$ cat src/rtl/tpu_host_sequencer_if.sv
// rtl/tpu_host_sequencer_if.sv - Avalon-MM bus between the host sequencer and the TPU slave wrapper
interface tpu_host_sequencer_if #(
    parameter int DATA_WIDTH = 64
);
    logic [9:0]              address;
    logic                    read;
    logic                    write;
    logic [DATA_WIDTH-1:0]   writedata;
    logic [DATA_WIDTH/8-1:0] byteenable;
    logic [DATA_WIDTH-1:0]   readdata;
    logic                    readdatavalid;
    logic                    waitrequest;

    modport master (
        output address, read, write, writedata, byteenable,
        input  readdata, readdatavalid, waitrequest
    );

    modport slave (
        input  address, read, write, writedata, byteenable,
        output readdata, readdatavalid, waitrequest
    );
endinterface

$ cat src/rtl/tpu_host_sequencer.sv
// rtl/tpu_host_sequencer.sv - Avalon-MM master running one full matrix-multiply job on the TPU slave
module tpu_host_sequencer #(
    parameter int DATA_WIDTH   = 64,
    parameter int WIDTH_HEIGHT = 16,
    parameter int POLL_TIMEOUT = 1024
) (
    input  logic                  clk,
    input  logic                  reset,
    input  logic                  start,
    input  logic [7:0]            job_w_base,
    input  logic [7:0]            job_in_base,
    input  logic [7:0]            job_out_base,
    input  logic [7:0]            job_in_rows,
    output logic                  busy,
    output logic                  done,
    output logic                  error,
    input  logic                  wr_valid,
    output logic                  wr_ready,
    input  logic [DATA_WIDTH-1:0] wr_data,
    output logic                  rd_valid,
    input  logic                  rd_ready,
    output logic [DATA_WIDTH-1:0] rd_data,
    tpu_host_sequencer_if.master  master
);
    localparam int PW = $clog2(POLL_TIMEOUT + 1);

    typedef enum logic [3:0] {
        IDLE, RST_CMD, LOAD_W, FILL_CMD, POLL_FILL, DRAIN_CMD, POLL_DRAIN,
        LOAD_IN, MUL_CMD, POLL_OUT, READ_OUT, DONE, ERROR
    } state_t;

    state_t                state;
    state_t                cmd_next;
    state_t                poll_next;
    state_t                load_next;
    logic [7:0]            w_base;
    logic [7:0]            in_base;
    logic [7:0]            out_base;
    logic [7:0]            in_rows;
    logic [8:0]            cnt;
    logic [PW-1:0]         poll_cnt;
    logic                  pending;
    logic [DATA_WIDTH-1:0] cmd_word;
    logic                  poll_bit;
    logic [7:0]            row;
    logic                  last;

    assign master.byteenable = '1;

    // Per-state command word, status bit, row address and successor state.
    always_comb begin
        cmd_word  = '0;
        cmd_next  = IDLE;
        poll_bit  = 1'b0;
        poll_next = IDLE;
        load_next = IDLE;
        row       = '0;
        last      = 1'b0;
        case (state)
            RST_CMD: begin
                cmd_word = DATA_WIDTH'(4'hF);
                cmd_next = LOAD_W;
            end
            FILL_CMD: begin
                cmd_word = DATA_WIDTH'({w_base, 4'h1});
                cmd_next = POLL_FILL;
            end
            DRAIN_CMD: begin
                cmd_word = DATA_WIDTH'(4'h2);
                cmd_next = POLL_DRAIN;
            end
            MUL_CMD: begin
                cmd_word = DATA_WIDTH'({out_base, in_base, 4'h3});
                cmd_next = POLL_OUT;
            end
            POLL_FILL: begin
                poll_bit  = master.readdata[0];
                poll_next = DRAIN_CMD;
            end
            POLL_DRAIN: begin
                poll_bit  = master.readdata[1];
                poll_next = LOAD_IN;
            end
            POLL_OUT: begin
                poll_bit  = master.readdata[2];
                poll_next = READ_OUT;
            end
            LOAD_W: begin
                row       = w_base + cnt[7:0];
                last      = (cnt == 9'(WIDTH_HEIGHT - 1));
                load_next = FILL_CMD;
            end
            LOAD_IN: begin
                row       = in_base + cnt[7:0];
                last      = (cnt == {1'b0, in_rows});
                load_next = MUL_CMD;
            end
            READ_OUT: begin
                row  = out_base + cnt[7:0];
                last = (cnt == {1'b0, in_rows});
            end
            default: ;
        endcase
    end

    always_ff @(posedge clk) begin
        if (reset) begin
            state            <= IDLE;
            busy             <= 1'b0;
            done             <= 1'b0;
            error            <= 1'b0;
            wr_ready         <= 1'b0;
            rd_valid         <= 1'b0;
            rd_data          <= '0;
            master.address   <= '0;
            master.read      <= 1'b0;
            master.write     <= 1'b0;
            master.writedata <= '0;
            w_base           <= '0;
            in_base          <= '0;
            out_base         <= '0;
            in_rows          <= '0;
            cnt              <= '0;
            poll_cnt         <= '0;
            pending          <= 1'b0;
        end else begin
            done <= 1'b0;
            case (state)
                IDLE: begin
                    if (start) begin
                        w_base   <= job_w_base;
                        in_base  <= job_in_base;
                        out_base <= job_out_base;
                        in_rows  <= job_in_rows;
                        error    <= 1'b0;
                        busy     <= 1'b1;
                        state    <= RST_CMD;
                    end
                end
                RST_CMD, FILL_CMD, DRAIN_CMD, MUL_CMD: begin
                    if (!master.write) begin
                        master.write     <= 1'b1;
                        master.address   <= '0;
                        master.writedata <= cmd_word;
                    end else if (!master.waitrequest) begin
                        master.write <= 1'b0;
                        state        <= cmd_next;
                        cnt          <= '0;
                        poll_cnt     <= '0;
                        wr_ready     <= (state == RST_CMD);
                    end
                end
                LOAD_W, LOAD_IN: begin
                    // wr_ready is only high while no write is in flight, so a word lands directly on the bus.
                    if (wr_ready && wr_valid) begin
                        wr_ready         <= 1'b0;
                        master.write     <= 1'b1;
                        master.address   <= {2'b01, row};
                        master.writedata <= wr_data;
                    end else if (master.write && !master.waitrequest) begin
                        master.write <= 1'b0;
                        if (last) begin
                            state <= load_next;
                        end else begin
                            cnt      <= cnt + 9'd1;
                            wr_ready <= 1'b1;
                        end
                    end
                end
                POLL_FILL, POLL_DRAIN, POLL_OUT: begin
                    if (master.read) begin
                        if (!master.waitrequest) begin
                            master.read <= 1'b0;
                            pending     <= 1'b1;
                        end
                    end else if (pending) begin
                        if (master.readdatavalid) begin
                            pending <= 1'b0;
                            if (poll_bit) begin
                                state    <= poll_next;
                                cnt      <= '0;
                                wr_ready <= (state == POLL_DRAIN);
                            end else if (poll_cnt == PW'(POLL_TIMEOUT - 1)) begin
                                state <= ERROR;
                                error <= 1'b1;
                                busy  <= 1'b0;
                            end else begin
                                poll_cnt <= poll_cnt + PW'(1);
                            end
                        end
                    end else begin
                        master.read    <= 1'b1;
                        master.address <= '0;
                    end
                end
                READ_OUT: begin
                    // Next result read waits until the previous word has left on the stream.
                    if (master.read) begin
                        if (!master.waitrequest) begin
                            master.read <= 1'b0;
                            pending     <= 1'b1;
                        end
                    end else if (pending) begin
                        if (master.readdatavalid) begin
                            pending  <= 1'b0;
                            rd_data  <= master.readdata;
                            rd_valid <= 1'b1;
                        end
                    end else if (rd_valid) begin
                        if (rd_ready) begin
                            rd_valid <= 1'b0;
                            if (last) begin
                                state <= DONE;
                                done  <= 1'b1;
                                busy  <= 1'b0;
                            end else begin
                                cnt <= cnt + 9'd1;
                            end
                        end
                    end else begin
                        master.read    <= 1'b1;
                        master.address <= {2'b11, row};
                    end
                end
                DONE:    state <= IDLE;
                ERROR:   state <= IDLE;
                default: state <= IDLE;
            endcase
        end
    end
endmodule
$ cat src/flat_wrapper.sv
// flat-port wrapper written by rule: the top's interface ports become plain ports
module tpu_host_sequencer_flat 
#(
    parameter int DATA_WIDTH   = 64,
    parameter int WIDTH_HEIGHT = 16,
    parameter int POLL_TIMEOUT = 1024
)
  (clk, reset, start, job_w_base, job_in_base, job_out_base, job_in_rows, busy, done, error, wr_valid, wr_ready, wr_data, rd_valid, rd_ready, rd_data, master_address, master_read, master_write, master_writedata, master_byteenable, master_readdata, master_readdatavalid, master_waitrequest);
  tpu_host_sequencer_if #(.DATA_WIDTH(DATA_WIDTH)) master_i ();
  input  logic clk;
  input  logic reset;
  input  logic start;
  input  logic [7:0] job_w_base;
  input  logic [7:0] job_in_base;
  input  logic [7:0] job_out_base;
  input  logic [7:0] job_in_rows;
  output logic busy;
  output logic done;
  output logic error;
  input  logic wr_valid;
  output logic wr_ready;
  input  logic [DATA_WIDTH-1:0] wr_data;
  output logic rd_valid;
  input  logic rd_ready;
  output logic [DATA_WIDTH-1:0] rd_data;
  output wire logic [$bits(master_i.address)-1:0] master_address;
  output wire logic [$bits(master_i.read)-1:0] master_read;
  output wire logic [$bits(master_i.write)-1:0] master_write;
  output wire logic [$bits(master_i.writedata)-1:0] master_writedata;
  output wire logic [$bits(master_i.byteenable)-1:0] master_byteenable;
  input wire logic [$bits(master_i.readdata)-1:0] master_readdata;
  input wire logic [$bits(master_i.readdatavalid)-1:0] master_readdatavalid;
  input wire logic [$bits(master_i.waitrequest)-1:0] master_waitrequest;
  assign master_address = master_i.address;
  assign master_read = master_i.read;
  assign master_write = master_i.write;
  assign master_writedata = master_i.writedata;
  assign master_byteenable = master_i.byteenable;
  assign master_i.readdata = master_readdata;
  assign master_i.readdatavalid = master_readdatavalid;
  assign master_i.waitrequest = master_waitrequest;
  tpu_host_sequencer #(.DATA_WIDTH(DATA_WIDTH), .WIDTH_HEIGHT(WIDTH_HEIGHT), .POLL_TIMEOUT(POLL_TIMEOUT)) u_core (.clk(clk), .reset(reset), .start(start), .job_w_base(job_w_base), .job_in_base(job_in_base), .job_out_base(job_out_base), .job_in_rows(job_in_rows), .busy(busy), .done(done), .error(error), .wr_valid(wr_valid), .wr_ready(wr_ready), .wr_data(wr_data), .rd_valid(rd_valid), .rd_ready(rd_ready), .rd_data(rd_data), .master(master_i));
endmodule
$ cat config.mk
export PLATFORM = sky130hd
export DESIGN_NAME = tpu_host_sequencer_flat
export DESIGN_NICKNAME = d
export VERILOG_FILES = /design/src/rtl/tpu_host_sequencer_if.sv /design/src/rtl/tpu_host_sequencer.sv /design/src/flat_wrapper.sv
export SDC_FILE = /design/constraint.sdc
export NUM_CORES = 1
export LEC_CHECK = 0
export CORE_ASPECT_RATIO = 2
export CORE_MARGIN = 1.5
export CORE_UTILIZATION = 35
export CTS_BUF_LIST = sky130_fd_sc_hd__clkbuf_8 sky130_fd_sc_hd__clkbuf_16
export CTS_CLUSTER_DIAMETER = 50
export DETAILED_ROUTE_END_ITERATION = 8
export PLACE_DENSITY = 0.75
export SLEW_MARGIN = 20
export SYNTH_ARGS = -nofsm -noshare
export SYNTH_HDL_FRONTEND = slang
export SYNTH_SLANG_ARGS = --single-unit
$ cat constraint.sdc
create_clock -name clk -period 3 [get_ports clk]
set_input_delay 0.45 -clock clk [delete_from_list [all_inputs] [get_ports clk]]
set_output_delay 0.45 -clock clk [all_outputs]
set_load 0.01 [all_outputs]
* After elaboration in Yosys (flattened, before gate mapping)
Index checks and enable logic that the tools add are counted.
** Storage, ports and cells
- Word-level logic and storage cells :: 203
- Flip-flop bits (word level) :: 202
- Output and inout port bits :: 153
** Cells by class
- Add/sub/neg operators :: 5
- Mux-type cells :: 106
- Equal/unequal tests :: 40
- Reduce and logical (&&, ||, !) cells :: 30
- Bitwise gates (word level) :: 4
** Operators with widths (count)
- 2-to-1 mux 64 bit :: 2
- one-hot mux 64 bit (2 select lines) :: 1
- 2-to-1 mux 9 bit :: 13
- one-hot mux 20 bit (4 select lines) :: 1
- 2-to-1 mux 11 bit :: 7
- 2-to-1 mux 10 bit :: 7
- 2-to-1 mux 4 bit :: 16
- 2-to-1 mux 1 bit :: 44
- one-hot mux 10 bit (4 select lines) :: 1
- one-hot mux 9 bit (4 select lines) :: 1
- inequality test 2 bit, second input constant :: 15
- adder 8 bit :: 3
- one-hot mux 8 bit (3 select lines) :: 1
- one-hot mux 11 bit (2 select lines) :: 1
- one-hot mux 4 bit (5 select lines) :: 1
- inequality test 2 x 1 -> 1 bit, second input constant :: 9
- == test 4 x 3 -> 1 bit, second input constant :: 4
- one-hot mux 4 bit (4 select lines) :: 1
- AND reduction 8 bit :: 2
- AND reduction 15 bit :: 1
- AND reduction 13 bit :: 1
- == test 4 bit, second input constant :: 3
- one-hot mux 4 bit (3 select lines) :: 1
- AND reduction 12 bit :: 1
- 28 further kinds :: 48

* Longest topological paths before layout
Gate-level depths: netlist of the first run.
- Depth in word-level cells :: 9
- Depth in mapped cells :: 16
- Mapped depth without buffers :: 13

* Least setup slack after synthesis of the first run
OpenSTA, ideal clock, no wires.
- Kind :: reg-to-reg
- Start point :: register u_core.state[2]
- End point :: register u_core.master.address[7]
- Slack :: 148 ps
- Clock period less this slack :: 2852 ps
- Data required time :: 2899 ps
- Data arrival time :: 2751 ps
- Cell stages (with the launch flop) :: 14
- Cells stage by stage :: dfxtp_1 > buf_4 > and4bb_2 > clkbuf_1 > a22oi_1 > nand2_1 > ha_1 > a21o_1 > a21oi_1 > o21bai_1 > a2111oi_0 > nor3_1 > xnor2_1 > o41ai_1
** Between the ends
- Cells in the longest elaborated chain, start to end :: 6
- Elaborated cells between the ends (all ways) :: 28
- Classes of those cells :: 17 x eq/ne; 6 x mux; 5 x reduce/logical
** Ends and longest elaborated chain
- from (decl) :: line tpu_host_sequencer.sv:32 : state_t state;
- from (signal assigned) :: line tpu_host_sequencer.sv:147 : state <= cmd_next;
- from (signal assigned) :: line tpu_host_sequencer.sv:163 : state <= load_next;
- from (signal assigned) :: line tpu_host_sequencer.sv:180 : state <= poll_next;
- == test 4 bit (tied with other cells) :: line tpu_host_sequencer.sv:59, tpu_host_sequencer.sv:128
- one-hot mux 8 bit (3 select lines) :: line tpu_host_sequencer.sv:59 : case (state)
- 2-to-1 mux 10 bit :: line tpu_host_sequencer.sv:209 : end else if (rd_valid) begin
- 2-to-1 mux 10 bit :: line tpu_host_sequencer.sv:203 : end else if (pending) begin
- 2-to-1 mux 10 bit :: line tpu_host_sequencer.sv:198 : if (master.read) begin
- one-hot mux 10 bit (4 select lines) :: line tpu_host_sequencer.sv:128 : case (state)
- to (signal assigned) :: line tpu_host_sequencer.sv:158 : master.address <= {2'b01, row};
- to (signal assigned) :: line tpu_host_sequencer.sv:222 : master.address <= {2'b11, row};
- to (decl) :: line tpu_host_sequencer_if.sv:15 : output address, read, write, writedata, byteenable,
Several ways; a longest one is shown, not always the timed one. The select of a mux whose other input is x is not followed.
A chain may end at the register's enable or synchronous reset.

* Final worst setup path of the first run
- Start point :: register u_core.state[2]
- End point :: register u_core.master.address[6]
Same word-level chain as after synthesis.

==> results of run 1 <==
## cells by family after synthesis
family                     after synthesis
DFF                                    202
muxes                                    7
xor gates and xnor gates                19
and+or+nand+nor                        441
AOI/OAI and AO/OA                      283
buffers and inverters                  107
adders and majority gates               12
other                                    1
## cell type report
type | instances | area [um^2]
inverters | 14 | 52.6
repair buffers | 340 | 3370
clock buffers | 23 | 553
clock inverters | 13 | 101
well taps | 332 | 415
multi-input cells | 770 | 4240
fillers | 2309 | 11700
flip-flops and latches | 202 | 4040
## state kept, by name (all words and copies together) (netlist names), 4 cells and up
register,cells
u_core.cnt,9
u_core.in_base,8
u_core.in_rows,8
u_core.master.address,10
u_core.master.writedata,64
u_core.out_base,8
u_core.poll_cnt,11
u_core.rd_data,64
u_core.state,4
u_core.w_base,8
## power groups by stage
| stage | clock network, W | logic (W) | registers, W |
|---|---|---|---|
| global placement | 0 | 0.00249 | 0.00321 |
| floorplan | 0 | 0.00147 | 0.00324 |
| detailed placement | 0 | 0.00253 | 0.00322 |
| CTS | 0.00260 | 0.00254 | 0.00316 |
| finish | 0.00255 | 0.00255 | 0.00316 |
| global route | 0.00269 | 0.00279 | 0.00319 |
## metrics by stage
stage                     cell area, um^2  power (W)
after floorplan                      8760    0.00471
after global placement              12100    0.00570
after CTS                           12700    0.00830
after detailed placement            12100    0.00575
after global routing                12800    0.00868
final                               12800    0.00826
## timing repair
item | 4_1_cts | 5_1_grt
gates resized for setup | 0 | 3
setup buffers | 0 | 3
setup endpoints to repair | 0 | 2
endpoints found under the hold margin | 0 | 0
## cell usage after synthesis, types with 3 or more instances
master                     count
sky130_fd_sc_hd__nand4_1       8
sky130_fd_sc_hd__a21o_1        6
sky130_fd_sc_hd__a21oi_1     132
sky130_fd_sc_hd__nand3_1      15
sky130_fd_sc_hd__a22oi_1      53
sky130_fd_sc_hd__nor3b_1       3
sky130_fd_sc_hd__clkbuf_1     58
sky130_fd_sc_hd__buf_4        11
sky130_fd_sc_hd__or3_1         6
sky130_fd_sc_hd__inv_1        14
sky130_fd_sc_hd__o21a_1        4
sky130_fd_sc_hd__nand2b_1      4
sky130_fd_sc_hd__buf_1         3
sky130_fd_sc_hd__nand2_1     243
sky130_fd_sc_hd__xnor2_1      12
sky130_fd_sc_hd__buf_2        14
sky130_fd_sc_hd__nor2_1      102
sky130_fd_sc_hd__xor2_1        7
sky130_fd_sc_hd__nor4_1        5
sky130_fd_sc_hd__o21ai_0      15
sky130_fd_sc_hd__nor3_1       29
sky130_fd_sc_hd__nor2b_1       4
sky130_fd_sc_hd__o211ai_1      3
sky130_fd_sc_hd__a211oi_1     14
sky130_fd_sc_hd__buf_6         7
sky130_fd_sc_hd__dfxtp_1     202
sky130_fd_sc_hd__ha_1          9
sky130_fd_sc_hd__mux2i_1       7
sky130_fd_sc_hd__nor4_2        3
sky130_fd_sc_hd__a221oi_1     11
sky130_fd_sc_hd__a222oi_1      8
## metal layers
metal	track usage, %	up-vias	wire [um]
met5	0	-	0
met4	13.1	0	1790
met3	3.82	96	1620
met2	40.7	362	15500
met1	21.1	4114	9950
li1	-	4267	-
## layout by cell type (no fill, tap or decap), drive strengths merged, types with 6 or more instances in the layout
cell	instances
buf	30
conb	8
xnor2	12
clkdlybuf4s50	310
clkbuf	23
nand4	8
a21o	6
a222oi	8
nand2	243
nand3	15
a21oi	134
xor2	7
ha	9
a211oi	15
nor3	29
a22oi	54
mux2i	7
inv	21
dfxtp	202
nor4	9
or3	6
a221oi	11
o21ai	16
nor2	103
## worst max-delay path by stage
stage	from	to	slack [ns]	cells after the start
6_report	u_core.state[2]	u_core.master.address[6]	0.11	13
5_1_grt	u_core.state[3]	u_core.master.address[6]	-0.007	12
4_1_cts	u_core.state[2]	u_core.master.address[6]	0.03	13
3_5_place_dp	u_core.state[2]	u_core.master.address[7]	0.09	12
3_3_place_gp	u_core.state[2]	u_core.master.address[6]	0.22	13
2_1_floorplan	u_core.state[2]	u_core.master.address[7]	0.15	13
==> results.txt, run 1 <==
----------------------------------------------------
[Flow run]
  Max Cap Viol ... 0

[Pwr]
  Switching Share ... between 30% and 40%
  Part of the total power dissipated in the clock network ... 30.8%
  Pwr per Cell Area ... 647 nW/um^2
  Leakage ... 4.45 nW
  Net switching power of the design ... between 0.002 and 0.003 W
  Power share of the combinational group ... 30.9%
  Sequential share of power ... between 30% and 40%
  Int Pwr ... about 0.0055 W
  VDD IR-drop max ... approximately 0.50 mV

[Synth]
  Top_reg_cell synth ... sky130_fd_sc_hd__dfxtp_1
  Part of the Yosys area used for sequential elements ... between 40 and 50%
  Flops & latches, synth ... approximately 200
  Synthesized netlist cell count ... between 1000 and 1500
  Avg Cell Area, Syn ... about 8.1 um^2
  Number of synthesized flops with an enable pin ... 0
  Count of synthesis-stage warnings from yosys ... 0
  Dominant combinational cell family by area after synthesis ... simple AND/OR/NAND/NOR gates
  Area share of the largest cell type after synthesis ... roughly 46%
  Fraction of synthesized cell area in xor and xnor cells ... 1.91%
  Share of the synthesized area in compound gates (AO/OA/AOI/OAI) ... 21.2%
  Fraction of synthesis flops using an asynchronous set or reset pin ... 0%
  Ranking of synthesized cells by area ... sky130_fd_sc_hd__dfxtp_1 46%, sky130_fd_sc_hd__nand2_1 10%, sky130_fd_sc_hd__a21oi_1 7.6%
  Fraction of the mapped netlist area in adder cells ... 1.75%
  Multiplexer fraction of the synthesized cell area ... less than 1%
  Count of cell types in the netlist ... 74
  Share of synthesized cell area in and, or, nand and nor gates ... between 20% and 30%
  Top cell type by total area after synthesis ... sky130_fd_sc_hd__dfxtp_1
  Post-Synthesis Cell Area ... approximately 8700 um^2

[Routing]
  Length of the first detailed-routing pass in iterations ... 5
  Detailed Route Iter0 Violations ... around 460
  Ratio of routed vias to standard cells ... approximately 5.2
  Number of nets with antenna violations after routing ... 0
  Detailed-route wire length ... a little under 30 mm
  Post-route DRC violation count ... 0
  DR vias ... 8839
  Routed wire length per instance ... roughly 17 um

[CTS]
  Post-CTS Hold Buffers ... 0
  Sinks on Clock Net ... 202
  Number of H-tree levels ... 1
  Cell chosen for the clock root ... sky130_fd_sc_hd__clkbuf_16
  Num CTS Buffers ... 20
  TritonCTS clock tree ... done
  Worst-case clock buffer depth ... 3
  Clock-pin slew on the worst setup and hold paths ... around 0.07 ns
  Skew-Pair Late Insertion Delay ... 0.51 ns

[Global route]
  Via count of the first global-routing pass ... ~8500
  Total overflow reported by the global router ... 0
  Initial antenna violation count ... 0
  Wire length of the first global-routing pass ... around 44 mm
  Largest net degree at the start of global routing ... 90
  Global Route Usage Sum ... 21.5%

[STA]
  Post-Route Skew ... approximately 0.012 ns
  Period utilisation layout ... 96.3%
  Slew at the pin closest to its max-slew limit ... around 1.1 ns
  Setup-failing EPs final ... 0
  Remaining max-slew budget at the tightest pin ... between 20% and 30%
  Count of endpoints failing hold in the final timing report ... 0
  Final hold slack ... around 0.34 ns
  Slack of the critical path ... about 0.11 ns
  Timing-limited maximum frequency ... about 350 MHz
  Pins over their slew limit ... 0
  Setup Total Neg Slack ... 0 ns
  Clock period minus worst slack ... ~2.9 ns

[Place]
  Routability-driven placement congestion ratio ... roughly 0.95
  Worst Setup Slack post-DPL ... about 0.09 ns
  Count of placed standard cells including taps ... roughly 1700
  DP HPWL ... about 21 mm
  Number of I/O port buffers ... slightly above 300

[Setup path]
  Worst flop-to-flop path endpoint ... u_core.master.address[6]
  Crit path arrival time ... around 3.3 ns
  Crit path buffers/inverters ... 0
  Required time at the worst-slack endpoint ... about 3.4 ns
  Startpoint kind of the worst setup timing path ... register
  Reg2Reg Launch Point ... u_core.state[2]
  Longest individual stage delay on the worst path ... roughly 0.42 ns
  Setup crit end kind ... register
  Flop2flop setup slack ... approximately 0.11 ns
  Maximum net fanout on the critical path ... 9
  Slowest cell on the critical path ... sky130_fd_sc_hd__and4bb_4
  Critical-path cell list ... and4bb_4 > nor2_4 > nand2_1 > nand2_1 > ha_1 > fa_1 > a21o_1 > a21oi_2 > o21bai_1 > a21oi_1 > xor2_1 > or3_1 > a21oi_1
  Classification of the worst setup path ... reg2reg
  Length in cells of the worst reg-to-reg path ... 13
  Largest delay share family, worst path ... simple AND/OR/NAND/NOR gates

[Min path]
  Startpoint of the most critical hold path ... reset
  Hold path endpoint ... u_core.error
  Min-delay worst type ... in2reg
  Hold Crit Depth ... 2

[Die]
  Core Area ... between 20000 and 25000 um^2
  Horizontal die dimension ... 115 um
  Effective utilization at floorplan ... a little over a third
  Std cell rows ... 81
  Number of I/O pins ... 320
  Full die area ... ~26000 um^2
  Die height ... about 230 um

[Status]
  Run status ... finished clean

[Final layout]
  Final Non-Filler Cells ... 1694
  Total number of nets in the final design ... around 1500
  Synth-to-layout area growth ... 46.3%
  Core utilization of the finished layout ... 52.1%
  Fraction of layout cells with a size suffix above 1 ... between 6 and 7%
  Antenna fix cells ... 0

----------------------------------------------------
No activity file was read; power rests on OpenSTA's default activity.
==> run 2, diff against run 1 <==
- SLEW_MARGIN: 20 -> 25
==> results of run 2 <==
Same layout as run 1: the final DEF is identical, and so are final timing and power.
